## config.mk

```make
export PLATFORM = sky130hd
export DESIGN_NAME = ifetch_unit
export DESIGN_NICKNAME = d
export VERILOG_FILES = /design/src/rtl/ifetch_unit.sv
export SDC_FILE = /design/constraint.sdc
export NUM_CORES = 1
export LEC_CHECK = 0
export CORE_ASPECT_RATIO = 0.75
export CORE_UTILIZATION = 50
export CTS_BUF_LIST = sky130_fd_sc_hd__clkbuf_8
export DETAILED_ROUTE_END_ITERATION = 16
export GPL_TIMING_DRIVEN = 0
export PLACE_DENSITY = 0.74
export SYNTH_ARGS = -nofsm -noshare
export SYNTH_HDL_FRONTEND = slang
export SYNTH_SLANG_ARGS = --single-unit
```

## constraint.sdc

```tcl
create_clock -name clk -period 19.93 [get_ports clk]
set_input_delay 4.9825 -clock clk [delete_from_list [all_inputs] [get_ports clk]]
set_output_delay 4.9825 -clock clk [all_outputs]
set_load 0.01 [all_outputs]
```

## src/rtl/ifetch_unit.sv

```systemverilog
// Instruction fetch unit: credit-limited in-order fetch with an address queue,
// a delivery FIFO towards decode, and redirect-driven discard of in-flight responses.
module ifetch_unit #(
  parameter logic [31:0] RESET_PC = 32'h0000_0000,
  parameter int unsigned DEPTH    = 2
) (
  input  logic        clk,
  input  logic        reset,
  output logic        imem_req_valid,
  input  logic        imem_req_ready,
  output logic [31:0] imem_req_addr,
  input  logic        imem_rsp_valid,
  input  logic [31:0] imem_rsp_data,
  input  logic        redirect_valid,
  input  logic [31:0] redirect_pc,
  output logic        inst_valid,
  input  logic        inst_ready,
  output logic [31:0] inst_o,
  output logic [31:0] inst_pc_o
);

  // Storage is sized for the largest legal DEPTH; pointers wrap at DEPTH-1.
  localparam int unsigned SLOTS = 4;

  logic [31:0] pc_q, pc_d;

  logic [31:0] aq_addr_q [SLOTS];
  logic [1:0]  aq_wr_q, aq_wr_d;
  logic [1:0]  aq_rd_q, aq_rd_d;
  logic [2:0]  out_q, out_d;
  logic [2:0]  disc_q, disc_d;

  logic [31:0] fifo_addr_q [SLOTS];
  logic [31:0] fifo_data_q [SLOTS];
  logic [1:0]  f_wr_q, f_wr_d;
  logic [1:0]  f_rd_q, f_rd_d;
  logic [2:0]  cnt_q, cnt_d;

  logic [3:0]  inflight;
  logic        credit_ok;
  logic        accept;
  logic        rsp_take;
  logic        rsp_keep;
  logic        pop;
  logic        head_valid;

  function automatic logic [1:0] ptr_inc(input logic [1:0] p);
    return (p == 2'(DEPTH - 1)) ? 2'd0 : p + 2'd1;
  endfunction

  assign inflight   = {1'b0, out_q} + {1'b0, cnt_q};
  assign credit_ok  = inflight < 4'(DEPTH);
  assign head_valid = cnt_q != 3'd0;

  assign imem_req_valid = !reset && !redirect_valid && credit_ok;
  assign imem_req_addr  = pc_q;

  assign accept   = imem_req_valid && imem_req_ready;
  assign rsp_take = imem_rsp_valid && (out_q != 3'd0);
  assign rsp_keep = rsp_take && (disc_q == 3'd0) && !redirect_valid;
  assign pop      = head_valid && inst_ready && !redirect_valid;

  assign inst_valid = head_valid && !reset;
  assign inst_o     = inst_valid ? fifo_data_q[f_rd_q] : '0;
  assign inst_pc_o  = inst_valid ? fifo_addr_q[f_rd_q] : '0;

  always_comb begin
    pc_d    = pc_q;
    aq_wr_d = aq_wr_q;
    aq_rd_d = aq_rd_q;
    out_d   = out_q;
    disc_d  = disc_q;
    f_wr_d  = f_wr_q;
    f_rd_d  = f_rd_q;
    cnt_d   = cnt_q;

    if (accept) begin
      pc_d    = pc_q + 32'd4;
      aq_wr_d = ptr_inc(aq_wr_q);
    end
    if (rsp_take) begin
      aq_rd_d = ptr_inc(aq_rd_q);
    end
    out_d = out_q + {2'b00, accept} - {2'b00, rsp_take};

    if (redirect_valid) begin
      // Everything still outstanding after this cycle's response becomes discard.
      pc_d   = redirect_pc & 32'hFFFF_FFFC;
      disc_d = out_q - {2'b00, rsp_take};
      f_wr_d = '0;
      f_rd_d = '0;
      cnt_d  = '0;
    end else begin
      if (rsp_take && (disc_q != 3'd0)) begin
        disc_d = disc_q - 3'd1;
      end
      if (rsp_keep) begin
        f_wr_d = ptr_inc(f_wr_q);
      end
      if (pop) begin
        f_rd_d = ptr_inc(f_rd_q);
      end
      cnt_d = cnt_q + {2'b00, rsp_keep} - {2'b00, pop};
    end
  end

  always_ff @(posedge clk) begin
    if (reset) begin
      pc_q    <= RESET_PC;
      aq_wr_q <= '0;
      aq_rd_q <= '0;
      out_q   <= '0;
      disc_q  <= '0;
      f_wr_q  <= '0;
      f_rd_q  <= '0;
      cnt_q   <= '0;
      for (int unsigned i = 0; i < SLOTS; i++) begin
        aq_addr_q[i]   <= '0;
        fifo_addr_q[i] <= '0;
        fifo_data_q[i] <= '0;
      end
    end else begin
      pc_q    <= pc_d;
      aq_wr_q <= aq_wr_d;
      aq_rd_q <= aq_rd_d;
      out_q   <= out_d;
      disc_q  <= disc_d;
      f_wr_q  <= f_wr_d;
      f_rd_q  <= f_rd_d;
      cnt_q   <= cnt_d;
      if (accept) begin
        aq_addr_q[aq_wr_q] <= pc_q;
      end
      if (rsp_keep) begin
        fifo_addr_q[f_wr_q] <= aq_addr_q[aq_rd_q];
        fifo_data_q[f_wr_q] <= imem_rsp_data;
      end
    end
  end

  // A response with nothing outstanding is a memory-side protocol error.
  a_no_orphan_rsp: assert property (@(posedge clk) disable iff (reset)
    !(imem_rsp_valid && (out_q == 3'd0)));

endmodule

```

==> results.toml <==
[timing]
hold_slack_ns = 0.4365
setup_violations = 0
drv_slew = 0
relSlewSlack_pct = 19.16
tns_ns = 0
post-route-min-period_ns = 12.52
max_slew.worst_pin.slew_ns = 1.208
fin_skew_ns = 0.04160
clock.fmax_ghz = 0.07987
hold_viol_final = 0
fin_crit_sh_pct = 62.82
grt_setup_unrepaired = "false"

[global_routing]
grt_util_met1_pct = 36.26
met3_usage_pct = 4.637
grt_usage_pct = 24.50
grt_max_degree = 60
antenna_found_initial = 0
grt_pass1_wl_mm = 70.81
grt_util_met2_pct = 36.93
busiest_layer = "met2"
grt_pass1_vias = 12122
grt_overflow_total = 0

[power]
p_comb_share_pct = 13.6
peakVddDrop_v = 0.00004538
p_seq_share_pct = 52.7
p_switching_mw = 0.5175
sw_frac_of_total_pct = 26.28
pwr-share-clk_pct = 33.6
intPower_mw = 1.452
p_per_area_mw_per_mm2 = 86.95
p_leak_nw = 8.158
p_total_mw = 1.969

[min_path]
worstHoldPathCells = 2
holdCritStartpoint = "aq_rd_q[1]"
min_path_type = "reg2reg"

[critical_path]
arrival_ns = 7.54
crit_path_end_kind = "output pin"
reg2reg_from = "out_q[1]"
crit-reg2reg-capture = "out_q[2]"
worstSetupPathType = "in2out"
critPathLaunchType = "input port"
path_max_fanout = 10
worstRegToRegCells = 17
r2r_setup_slack_ns = 15.42
cp.required_ns = 14.95

[finish]
drive_above_1_share_pct = 12.79
num-nets-final = 1658
mostFrequentLayoutCells = "368 x edfxtp_1, 307 x and2_1, 159 x clkdlybuf4s50_1"
finalCoreUtilization_pct = 60.82
design_area_mm2 = 0.02265
diodes = 0
final_common_cell = "edfxtp_1"
syn_to_final_growth_pct = 19.05

[placed_design]
dpl_cell_area_mm2 = 0.02149
dp_hpwl_mm = 30.63
gp_congestion = 0.8906
port_buffers = 159

[clocking]
cts-buffers-inserted = 67
cts_sinks = 419
cts_resized = 0
root_buffer = "clkbuf_8"
insertion_delay_ns = 0.62
cts-hold-fix-buffers = 0
cts_setup_buffers = 0
cts_tree = "built"
cts_buffer_depth = 3
cts.htree.levels = 3
clk_pin_slew_ns = 0.06

[logic_synthesis]
netlist_area_mm2 = 0.01903
avgSynthCellArea_um2 = 14.24
netlist-cell-type-count = 60
ys_ff_latch = 419
yosys.area.top_type = "edfxtp_1"
yosysSeqAreaShare_pct = 63.44
syn_inst = 1336
netlist.area_leader.share_pct = 58.08
synth_edf_count = 368
synth_ff_type = "edfxtp_1"
synth.area.top_cells = "edfxtp_1 58%, mux4_2 11%, and2_1 10%"
yosys_warnings = 0
synthArstFlopShare_pct = 0

[detailed_routing]
wl_per_cell_um = 21.89
ant_nets = 0
drcViolationCount = 0
dr.pass1.iters = 6
drt-total-wl_mm = 46.44
viasPerCell = 5.776
drt_iter0_markers = 1420
vias = 12257

[floorplan]
io_pins = 168
rows = 61
initial_core_util_pct = 51.09
core_area_mm2 = 0.03725
die_h_um = 170.9
die_w_um = 227.3
dieArea_mm2 = 0.03885

[outcome]
status = "complete, no violations"

[run]
drv_cap = 0
==> worst max-delay path by stage <==
stage | startpoint | end | slack, ns
CTS | redirect_valid | imem_req_valid | 7.41
global route | redirect_valid | imem_req_valid | 7.35
global placement | redirect_valid | fifo_addr_q[2][24] | 4.49
finish | redirect_valid | imem_req_valid | 7.41
detailed placement | redirect_valid | imem_req_valid | 7.42
floorplan | reset | imem_req_valid | 8.61
==> cell families (layout without fill, tap and decap cells) <==
kind of cell / count (synthesis) / in the layout / synth area share (%)
multiplexers: 94 / 94 / 11.01
adder cells (fa/ha/maj): 14 / 14 / 1.039
AND/OR/NAND/NOR: 576 / 576 / 18.13
other: 1 / 4 / 0.01971
XOR/XNOR: 12 / 12 / 0.5524
buffers and inverters: 135 / 414 / 2.828
flip-flops: 419 / 419 / 63.44
AO/OA/AOI/OAI: 85 / 85 / 2.979
==> per-layer routing <==
metal,up-vias,share of wire [%],routed length [um]
li1,5467,-,-
met4,0,2.1,955
met5,-,0,0
met1,6062,43,19820
met2,644,45,21110
met3,84,9.8,4563
==> per-stage QoR <==
stage,std cells,worst slack [ns]
after detailed placement,2009,7.422
after global routing,2122,7.352
after global placement,2002,4.495
after floorplan,1339,8.613
final,2122,7.410
after CTS,2122,7.410
==> power by group through the flow <==
| stage | combinational, mW | clock, mW | sequential, mW |
|---|---|---|---|
| finish | 0.269 | 0.662 | 1.04 |
| global placement | 0.255 | 0 | 1.06 |
| floorplan | 0.163 | 0 | 1.05 |
| detailed placement | 0.267 | 0 | 1.06 |
| global route | 0.290 | 0.706 | 1.04 |
| CTS | 0.268 | 0.669 | 1.04 |
==> registers in the layout (all words and copies together) (netlist names), 3 cells and up, named ones only <==
name,flops
cnt_q,3
disc_q,3
out_q,3
aq_addr_q,120
fifo_data_q,128
fifo_addr_q,120
imem_req_addr,30
==> cell type report <==
type	instances	area, um2
clock buffers	69	949.7
fillers	2866	14590
inverters	30	112.6
flip-flops and latches	419	12070
plain buffers	105	425.4
repair buffers	166	1769
multi-input cells	785	6485
well taps	504	630.6
clock inverters	44	207.7
==> critical path, cell delays in order <==
cell	delay [ns]
clkdlybuf4s50_1	0.44
or4b_1	0.50
a211o_2	0.35
inv_2	0.20
clkbuf_1	0.41
clkdlybuf4s50_1	0.64
==> synthesized netlist by cell type (all sizes together), types with 2 or more instances <==
cell and n:
edfxtp 368, and2 307, mux4 92, and3 89
clkbuf 83, dfxtp 51, nor2 35, inv 29
nor3 28, nand2 27, nor4 27, nand3 24
buf 22, a21oi 17, o21ai 16, a31oi 14
xnor2 12, ha 11, o211ai 9, nand4 8
nand2b 6, or3 6, a211oi 5, a32oi 5
or2 5, or4 4, fa 3, a22oi 2
a311oi 2, and4 2, mux2 2, nand4b 2
o21a 2, o311a 2, or4b 2
No activity file was read; power rests on OpenSTA's default activity.
